$ cat config.mk
export PLATFORM = sky130hd
export DESIGN_NAME = ets_sweep_ctrl_flat
export DESIGN_NICKNAME = d
export VERILOG_FILES = /design/src/rtl/ets_pkg.sv /design/src/rtl/ets_sweep_ctrl_if.sv /design/src/rtl/ets_settle_timer.sv /design/src/rtl/ets_sweep_ctrl.sv /design/src/flat_wrapper.sv
export SDC_FILE = /design/constraint.sdc
export NUM_CORES = 1
export LEC_CHECK = 0
export BUFFER_PORTS_ARGS = -buffer_cell sky130_fd_sc_hd__buf_2
export CAP_MARGIN = 10
export CELL_PAD_IN_SITES_DETAIL_PLACEMENT = 1
export CELL_PAD_IN_SITES_GLOBAL_PLACEMENT = 1
export CORE_MARGIN = 2
export CORE_UTILIZATION = 39
export DETAILED_ROUTE_END_ITERATION = 16
export MAX_ROUTING_LAYER = met4
export PLACE_DENSITY_LB_ADDON = 0.1
export SETUP_SLACK_MARGIN = 0.4
export SLEW_MARGIN = 25
export SYNTH_ARGS = -nofsm -noshare
export SYNTH_HDL_FRONTEND = slang
export SYNTH_SLANG_ARGS = --single-unit
$ cat constraint.sdc
create_clock -name clk -period 2.8 [get_ports clk]
set_input_delay 0.14 -clock clk [delete_from_list [all_inputs] [get_ports clk]]
set_output_delay 0.14 -clock clk [all_outputs]
set_load 0.03 [all_outputs]
$ cat src/rtl/ets_pkg.sv
// Shared constants for the equivalent-time sampling sweep sequencer:
// state encoding, default index range and the vernier index width.
package ets_pkg;

  localparam int IDX_W         = 7;
  localparam int IDX_FIRST_DEF = 2;
  localparam int IDX_LAST_DEF  = 120;

  localparam logic [2:0] S_IDLE    = 3'd0;
  localparam logic [2:0] S_SETTLE  = 3'd1;
  localparam logic [2:0] S_CAPTURE = 3'd2;
  localparam logic [2:0] S_GAP     = 3'd3;
  localparam logic [2:0] S_EMIT    = 3'd4;
  localparam logic [2:0] S_DONE    = 3'd5;

endpackage

$ cat src/rtl/ets_sweep_ctrl_if.sv
// Control, capture, lookup and point-record signals of the sweep sequencer.
// slave is the sequencer's view; master is the surrounding system's view.
interface ets_sweep_ctrl_if
  import ets_pkg::*;
#(
  parameter int CNT_W = 16
);

  logic             start;
  logic             abort;
  logic [CNT_W-1:0] avg_count;
  logic             busy;
  logic             done;

  logic [7:0]       T;
  logic [15:0]      map_average;

  logic             cap_req;
  logic             cap_ack;

  logic             pt_valid;
  logic             pt_ready;
  logic [IDX_W-1:0] pt_index;
  logic [15:0]      pt_offset;
  logic             pt_last;

  modport slave (
    input  start, abort, avg_count, map_average, cap_ack, pt_ready,
    output busy, done, T, cap_req, pt_valid, pt_index, pt_offset, pt_last
  );

  modport master (
    output start, abort, avg_count, map_average, cap_ack, pt_ready,
    input  busy, done, T, cap_req, pt_valid, pt_index, pt_offset, pt_last
  );

endinterface

$ cat src/rtl/ets_settle_timer.sv
// Settle down-counter: load on entry to SETTLE, count down, expire at zero.
module ets_settle_timer #(
  parameter int SETTLE_CYC = 16
) (
  input  logic clk,
  input  logic rst_n,
  input  logic load_i,
  input  logic en_i,
  output logic expired_o
);

  localparam int         W        = (SETTLE_CYC > 1) ? $clog2(SETTLE_CYC) : 1;
  localparam logic [W-1:0] LOAD_VAL = W'(SETTLE_CYC - 1);

  logic [W-1:0] count_q, count_d;

  always_comb begin
    count_d = count_q;
    if (load_i) begin
      count_d = LOAD_VAL;
    end else if (en_i && (count_q != '0)) begin
      count_d = count_q - W'(1);
    end
  end

  always_ff @(posedge clk or negedge rst_n) begin
    if (!rst_n) begin
      count_q <= '0;
    end else begin
      count_q <= count_d;
    end
  end

  assign expired_o = (count_q == '0);

endmodule

$ cat src/rtl/ets_sweep_ctrl.sv
// Equivalent-time sampling sweep sequencer: steps the vernier index, settles,
// issues a programmable number of captures per point and emits point records.
module ets_sweep_ctrl
  import ets_pkg::*;
#(
  parameter int IDX_FIRST  = IDX_FIRST_DEF,
  parameter int IDX_LAST   = IDX_LAST_DEF,
  parameter int SETTLE_CYC = 16,
  parameter int CNT_W      = 16
) (
  input logic             clk,
  input logic             rst_n,
  ets_sweep_ctrl_if.slave bus
);

  localparam logic [IDX_W-1:0] FIRST_IDX = IDX_W'(IDX_FIRST);
  localparam logic [IDX_W-1:0] LAST_IDX  = IDX_W'(IDX_LAST);

  logic [2:0]       state_q, state_d;
  logic [IDX_W-1:0] t_q, t_d;
  logic [CNT_W-1:0] cnt_q, cnt_d, cnt_inc;
  logic [CNT_W-1:0] avg_q, avg_d, avg_eff;
  logic [IDX_W-1:0] pt_index_q, pt_index_d;
  logic [15:0]      pt_offset_q, pt_offset_d;
  logic             pt_last_q, pt_last_d;
  logic             cap_req_q, pt_valid_q, busy_q, done_q;
  logic             settle_load, settle_expired;

  // A zero capture count would never match the incremented counter.
  assign avg_eff     = (avg_q == '0) ? CNT_W'(1) : avg_q;
  assign cnt_inc     = cnt_q + CNT_W'(1);
  assign settle_load = (state_d == S_SETTLE) && (state_q != S_SETTLE);

  ets_settle_timer #(
    .SETTLE_CYC (SETTLE_CYC)
  ) u_settle (
    .clk       (clk),
    .rst_n     (rst_n),
    .load_i    (settle_load),
    .en_i      (state_q == S_SETTLE),
    .expired_o (settle_expired)
  );

  always_comb begin
    state_d     = state_q;
    t_d         = t_q;
    cnt_d       = cnt_q;
    avg_d       = avg_q;
    pt_index_d  = pt_index_q;
    pt_offset_d = pt_offset_q;
    pt_last_d   = pt_last_q;

    case (state_q)
      S_IDLE: begin
        if (bus.start) begin
          avg_d   = bus.avg_count;
          t_d     = FIRST_IDX;
          cnt_d   = '0;
          state_d = S_SETTLE;
        end
      end
      S_SETTLE: begin
        if (settle_expired) state_d = S_CAPTURE;
      end
      S_CAPTURE: begin
        if (bus.cap_ack) begin
          if (cnt_inc == avg_eff) begin
            cnt_d       = '0;
            pt_index_d  = t_q;
            pt_offset_d = bus.map_average;
            pt_last_d   = (t_q == LAST_IDX);
            state_d     = S_EMIT;
          end else begin
            cnt_d   = cnt_inc;
            state_d = S_GAP;
          end
        end
      end
      S_GAP: state_d = S_CAPTURE;
      S_EMIT: begin
        if (bus.pt_ready) begin
          if (pt_last_q || (t_q == LAST_IDX)) begin
            state_d = S_DONE;
          end else begin
            t_d     = t_q + IDX_W'(1);
            state_d = S_SETTLE;
          end
        end
      end
      S_DONE:  state_d = S_IDLE;
      default: state_d = S_IDLE;
    endcase

    // Abort wins over everything; the index and the last record fields hold.
    if (bus.abort) begin
      state_d     = S_IDLE;
      t_d         = t_q;
      cnt_d       = '0;
      avg_d       = avg_q;
      pt_index_d  = pt_index_q;
      pt_offset_d = pt_offset_q;
      pt_last_d   = 1'b0;
    end
  end

  always_ff @(posedge clk or negedge rst_n) begin
    if (!rst_n) begin
      state_q     <= S_IDLE;
      t_q         <= '0;
      cnt_q       <= '0;
      avg_q       <= '0;
      pt_index_q  <= '0;
      pt_offset_q <= '0;
      pt_last_q   <= 1'b0;
      cap_req_q   <= 1'b0;
      pt_valid_q  <= 1'b0;
      busy_q      <= 1'b0;
      done_q      <= 1'b0;
    end else begin
      state_q     <= state_d;
      t_q         <= t_d;
      cnt_q       <= cnt_d;
      avg_q       <= avg_d;
      pt_index_q  <= pt_index_d;
      pt_offset_q <= pt_offset_d;
      pt_last_q   <= pt_last_d;
      cap_req_q   <= (state_d == S_CAPTURE);
      pt_valid_q  <= (state_d == S_EMIT);
      busy_q      <= (state_d != S_IDLE);
      done_q      <= (state_d == S_DONE);
    end
  end

  assign bus.T         = {1'b0, t_q};
  assign bus.cap_req   = cap_req_q;
  assign bus.pt_valid  = pt_valid_q;
  assign bus.pt_index  = pt_index_q;
  assign bus.pt_offset = pt_offset_q;
  assign bus.pt_last   = pt_last_q;
  assign bus.busy      = busy_q;
  assign bus.done      = done_q;

endmodule

$ cat src/flat_wrapper.sv
// flat-port wrapper written by rule: the top's interface ports become plain ports
module ets_sweep_ctrl_flat import ets_pkg::*;
#(
  parameter int IDX_FIRST  = IDX_FIRST_DEF,
  parameter int IDX_LAST   = IDX_LAST_DEF,
  parameter int SETTLE_CYC = 16,
  parameter int CNT_W      = 16
)
  (clk, rst_n, bus_start, bus_abort, bus_avg_count, bus_map_average, bus_cap_ack, bus_pt_ready, bus_busy, bus_done, bus_T, bus_cap_req, bus_pt_valid, bus_pt_index, bus_pt_offset, bus_pt_last);
  ets_sweep_ctrl_if #(.CNT_W(CNT_W)) bus_i ();
  input logic clk;
  input logic rst_n;
  input wire logic [$bits(bus_i.start)-1:0] bus_start;
  input wire logic [$bits(bus_i.abort)-1:0] bus_abort;
  input wire logic [$bits(bus_i.avg_count)-1:0] bus_avg_count;
  input wire logic [$bits(bus_i.map_average)-1:0] bus_map_average;
  input wire logic [$bits(bus_i.cap_ack)-1:0] bus_cap_ack;
  input wire logic [$bits(bus_i.pt_ready)-1:0] bus_pt_ready;
  output wire logic [$bits(bus_i.busy)-1:0] bus_busy;
  output wire logic [$bits(bus_i.done)-1:0] bus_done;
  output wire logic [$bits(bus_i.T)-1:0] bus_T;
  output wire logic [$bits(bus_i.cap_req)-1:0] bus_cap_req;
  output wire logic [$bits(bus_i.pt_valid)-1:0] bus_pt_valid;
  output wire logic [$bits(bus_i.pt_index)-1:0] bus_pt_index;
  output wire logic [$bits(bus_i.pt_offset)-1:0] bus_pt_offset;
  output wire logic [$bits(bus_i.pt_last)-1:0] bus_pt_last;
  assign bus_i.start = bus_start;
  assign bus_i.abort = bus_abort;
  assign bus_i.avg_count = bus_avg_count;
  assign bus_i.map_average = bus_map_average;
  assign bus_i.cap_ack = bus_cap_ack;
  assign bus_i.pt_ready = bus_pt_ready;
  assign bus_busy = bus_i.busy;
  assign bus_done = bus_i.done;
  assign bus_T = bus_i.T;
  assign bus_cap_req = bus_i.cap_req;
  assign bus_pt_valid = bus_i.pt_valid;
  assign bus_pt_index = bus_i.pt_index;
  assign bus_pt_offset = bus_i.pt_offset;
  assign bus_pt_last = bus_i.pt_last;
  ets_sweep_ctrl #(.IDX_FIRST(IDX_FIRST), .IDX_LAST(IDX_LAST), .SETTLE_CYC(SETTLE_CYC), .CNT_W(CNT_W)) u_core (.clk(clk), .rst_n(rst_n), .bus(bus_i));
endmodule
Yosys cells after proc, flatten, opt, wreduce, memory -nomap -nowiden:

Cells that the tools add are included.

* register bits: 74
* input bits: 38
* output and inout bits: 36

* $add $sub $neg: 3
* eq/ne operators: 16
* muxes and demuxes: 24
* bitwise operators: 1
* reductions and logical operators: 19

Operators by type and width (number)
* $mux W16: 5
* $pmux W16 S2: 1
* $mux W3: 7
* $mux W7: 3
* $add A16 B1 Y16 const B: 1
* $eq A16 B16 Y1: 1
* $logic_not A16 Y1: 1
* $pmux W3 S5: 1
* $pmux W7 S2: 1
* $reduce_bool A2 Y1: 5
* $eq A3 B2 Y1 const B: 3
* $eq A3 B3 Y1 const B: 3
* $reduce_and A3 Y1: 3
* $mux W4: 2
* $add A7 B1 Y7 const B: 1
* $eq A7 B7 Y1 const B: 1
* $eq A3 B1 Y1 const B: 2
* $ne A2 B2 Y1 const B: 3
* $ne A3 B3 Y1 const B: 2
* $reduce_bool A3 Y1: 2
* $reduce_and A5 Y1: 1
* $logic_not A4 Y1: 1
* $mux W1: 4
* $reduce_and A4 Y1: 1
* other kinds (7): 8

Logic depth before layout (Yosys ltp):

* depth after elaboration: 10
* depth in mapped cells: 10

By module:

From an unflattened synthesis, not the netlist that was laid out.

* cells, all modules: 346
* area, all modules: 3836.2 um^2

Modules (own cells, without submodules)
* ets_sweep_ctrl: times used 1, cells each 325, area an instance 3617.2 um^2, sequential area each 1751.7 um^2
* ets_settle_timer: times used 1, cells each 21, area an instance 219.0 um^2, sequential area each 100.1 um^2

Worst setup path before layout:

OpenSTA, ideal clock, no wires.

* path type: reg2reg
* start: register u_core.cnt_q[0]
* end: register u_core.pt_index_q[4], in the netlist u_core.bus.pt_index[4]
* library setup time: 0.125 ns
* arrival: 2.489 ns
* required time: 2.675 ns
* setup slack: 0.186 ns
* stages on the path, launching flop included: 9
* path buffers: 1
* clock period less this slack: 2.614 ns
* cell sequence: dfrtp_1 ha_1 nand3_1 or4_1 xnor2_1 nor3_4 nand3_4 buf_6 mux2_4

* longest elaborated chain between the ends: 3

Ends and longest elaborated chain
* from (decl): RTL line ets_sweep_ctrl.sv:21 `logic [CNT_W-1:0] cnt_q, cnt_d, cnt_inc;`
* from (signal assigned): RTL line ets_sweep_ctrl.sv:122 `cnt_q <= cnt_d;`
* $add A16 B1 Y16: RTL line ets_sweep_ctrl.sv:31 `assign cnt_inc = cnt_q + CNT_W'(1);`
* $eq A16 B16 Y1: RTL line ets_sweep_ctrl.sv:67 `if (cnt_inc == avg_eff) begin`
* $reduce_and A4 Y1 (no line)
* to (signal assigned): RTL line ets_sweep_ctrl.sv:124 `pt_index_q <= pt_index_d;`
* to (decl): RTL line ets_sweep_ctrl.sv:23 `logic [IDX_W-1:0] pt_index_q, pt_index_d;`

No other way between the ends.
A chain may end at the register's enable or synchronous reset.

Worst setup path in the final report:

* start: register u_core.cnt_q[3]
* end: register u_core.pt_offset_q[2], in the netlist u_core.bus.pt_offset[2]

* longest elaborated chain between the ends: 3

Ends and longest elaborated chain
* $add A16 B1 Y16: RTL line ets_sweep_ctrl.sv:31
* $eq A16 B16 Y1: RTL line ets_sweep_ctrl.sv:67
* $reduce_and A4 Y1 (no line)
* to (signal assigned): RTL line ets_sweep_ctrl.sv:125 `pt_offset_q <= pt_offset_d;`
* to (decl): RTL line ets_sweep_ctrl.sv:24 `logic [15:0] pt_offset_q, pt_offset_d;`

No other way between the ends.

==> flow_metrics.tcl <==
set metrics [dict create \
    status "complete, no violations" \
    synth-edff-count 0 \
    dr.pass1.iters 4 \
    grt_max_degree 75 \
    ir_drop_mv 0.225 \
    cp_data_arrival_time_ns 2.67 \
    setup_tns_ns 0 \
    yosysUniqueCellTypes 57 \
    fin_util_pct 54.6 \
    num_rows 36 \
    finClkSkew_ns 0.0177 \
    clockBufferDepth 2 \
    rsz0062_at_grt "yes" \
    grtUsageMet2_pct 36.2 \
    r2r-start "u_core.cnt_q[3]" \
    layout-drive-gt1-share_pct 42.6 \
    synth_top_cell_by_area "dfrtp_1" \
    p_leak_uw 0.00259 \
    fmax_ghz 0.413 \
    ys_seq_elements 74 \
    grt_overflow_total 0 \
    hpwl_um 7490 \
    tritoncts "built" \
    holdPathEnd "u_core.avg_q[4]" \
    clk_latency_ns 0.36 \
    die_w_um 105 \
    ys_top_cells_by_count "74 x dfrtp_1, 43 x nand2_1, 27 x nor2_1, 19 x mux2_2, 18 x mux2_4" \
    port_buffers 72 \
    tightest_slew_ns 0.877 \
    nets 537 \
    drc_errors 0 \
    drtIter0Drc 129 \
    synth_area_mm2 0.00395 \
    drv_cap 0 \
    synth_flop_cell "dfrtp_1" \
    grt_pass1_vias 3452 \
    wl_per_cell_um 18.0 \
    r2r_cells 8 \
    fp.dieH_um 105 \
    route.antenna.remaining_nets 0 \
    start_util_pct 40.4 \
    syn_nets 412 \
    yosysMostFrequentCell "dfrtp_1" \
    area_delta_synth_final_pct 35.3 \
    final.min_clock_period_ns 2.42 \
    nFillCells 1086 \
    finalMaxSlewViolations 0 \
    hp-class "input pin to flip-flop" \
    wl_um 11400 \
    antenna_found_initial 0 \
    critPathKind "flip-flop to flip-flop" \
    core_mm2 0.00977 \
    fin_cells 633 \
    pin_count 74 \
    yosysWarningCount 0 \
    vias 3362 \
    finalSetupViolations 0 \
    clkPwrFrac_pct 34.9 \
    crit_fanout 11 \
    grt_use_met1_pct 25.7 \
    relSlewSlack_pct 41.4 \
    clock-sinks 74 \
    synth_area_leaders "dfrtp_1 47%, mux2_4 6.9%, mux2_2 5.4%, nand2_1 4.1%, xnor2_1 3.3%" \
    via_per_inst 5.31 \
    internal_power_uw 1770 \
    worstPathRequired_ns 3.05 \
    swShare_pct 30.3 \
    p_comb_share_pct 16.5 \
    grt_pass1_wl_um 17800 \
    synthCells 370 \
    clk_pin_slew_ns 0.09 \
    crit_path_end_kind "flip-flop" \
    cts_root_buffer "clkbuf_8" \
    synth_area_per_cell_um2 10.7 \
    track_usage_pct 21.2 \
    numCtsBuffers 9 \
    power_uw 2540 \
    gp_congestion 0.802 \
    min_period_over_period_pct 86.4 \
    met3_usage_pct 3.68 \
    worstHoldStart "bus_avg_count[4]" \
    r2r-end "u_core.bus.pt_offset[2]" \
    dp.cells 576 \
    synth_top_area_share_pct 46.9 \
    die_area_mm2 0.0109 \
    grt_busiest_layer "met2" \
    regToRegSetupSlack_ns 0.38 \
    cts_max_level 3 \
    finalHoldViolCount 0 \
    power_density_mw_per_mm2 476 \
    async_flop_share_pct 100 \
    switchingPower_uw 769 \
    seqPwrFrac_pct 48.6 \
    min_path_cells 2 \
    cp-start-kind "flip-flop" \
    diodes 0 \
    seq_area_frac_synth_pct 46.9 \
]
==> cells by family after synthesis <==
| family | Yosys count | share of synthesized area [%] |
|---|---|---|
| multiplexers | 38 | 12.5 |
| AND/OR/NAND/NOR | 142 | 19.6 |
| XOR/XNOR | 28 | 6.22 |
| adder cells (fa/ha/maj) | 4 | 1.27 |
| AO/OA/AOI/OAI | 57 | 10.2 |
| other | 1 | 0.0951 |
| buffers and inverters | 26 | 3.14 |
| flip-flops | 74 | 46.9 |
==> state kept, by name, summed over array words and instances (netlist names) <==
name and count:
u_core.avg_q 16, u_core.bus.busy 1, u_core.bus.cap_req 1, u_core.bus.done 1
u_core.bus.pt_index 7, u_core.bus.pt_last 1, u_core.bus.pt_offset 16, u_core.bus.pt_valid 1
u_core.cnt_q 16, u_core.state_q 3, u_core.t_q 7, u_core.u_settle.count_q 4
==> worst max path at each step <==
| stage | from | endpoint | slack, ns |
|---|---|---|---|
| after detailed placement | u_core.cnt_q[2] | u_core.bus.pt_offset[4] | 0.05 |
| after global placement | u_core.cnt_q[10] | u_core.cnt_q[11] | 0.07 |
| after CTS | u_core.cnt_q[7] | u_core.bus.pt_offset[7] | 0.39 |
| final | u_core.cnt_q[3] | u_core.bus.pt_offset[2] | 0.38 |
| after global routing | u_core.state_q[1] | u_core.t_q[5] | 0.28 |
| after floorplan | u_core.cnt_q[9] | u_core.bus.pt_index[4] | 0.42 |
==> what timing repair did <==
item | CTS | global route
gates resized for setup | 13 | 31
setup buffers | 15 | 9
hold buffers | 12 | 3
cloned | 0 | 2
endpoints found under the hold margin | 85 | 3
pin swaps | 7 | 8
endpoints found under the setup margin | 46 | 38
==> through the flow <==
step	hold WS, ns	setup slack, ns	instance area, um2
after global placement	0.356	0.0663	4560
after floorplan	-0.156	0.421	3980
final	0.00802	0.380	5340
after CTS	0.0000368	0.393	5040
after global routing	0.00260	0.277	5340
after detailed placement	0.360	0.0490	4560
==> layout make-up <==
type	instances	area [um2]	area share [%]
repair buffers	130	906	17.0
flip-flops and latches	74	1860	34.9
multi-input cells	270	2150	40.3
clock inverters	7	82.6	1.55
well taps	133	166	3.12
inverters	10	42.5	0.797
clock buffers	9	124	2.32
==> cell usage in the layout (no fill, tap or decap), types with 7 or more instances in the layout <==
cell type	netlist	layout
clkbuf_8	0	9
buf_2	6	71
xor2_1	13	12
o221ai_1	10	10
nand3_1	9	7
xnor2_1	15	12
dfrtp_1	74	64
dfrtp_2	0	10
dlygate4sd3_1	0	15
nor2_1	27	26
mux2_2	19	19
o21ai_0	13	11
buf_4	1	35
inv_1	9	9
nand2_1	43	43
mux2_4	18	18
==> routing by layer <==
layer	routed length, um	vias to the layer above
li1	-	1584
met1	5110	1691
met2	5680	70
met3	342	17
met4	243	0
met5	0	-
==> critical path, stage by stage (launching register included) <==
cell and delay (ns):
dfrtp_1 0.44, nand4_4 0.19, or3_4 0.43, xnor2_1 0.15, nor4_2 0.20, and4_4 0.29, nand3_4 0.12, clkbuf_16 0.21
mux2_4 0.29
==> power groups by stage <==
stage	combinational, uW	clock (uW)	sequential, uW
5_1_grt	460	956	1250
6_report	419	887	1240
3_5_place_dp	366	0	1250
3_3_place_gp	354	0	1240
2_1_floorplan	234	0	1230
4_1_cts	395	915	1230
Power figures use the tool's default switching activity.
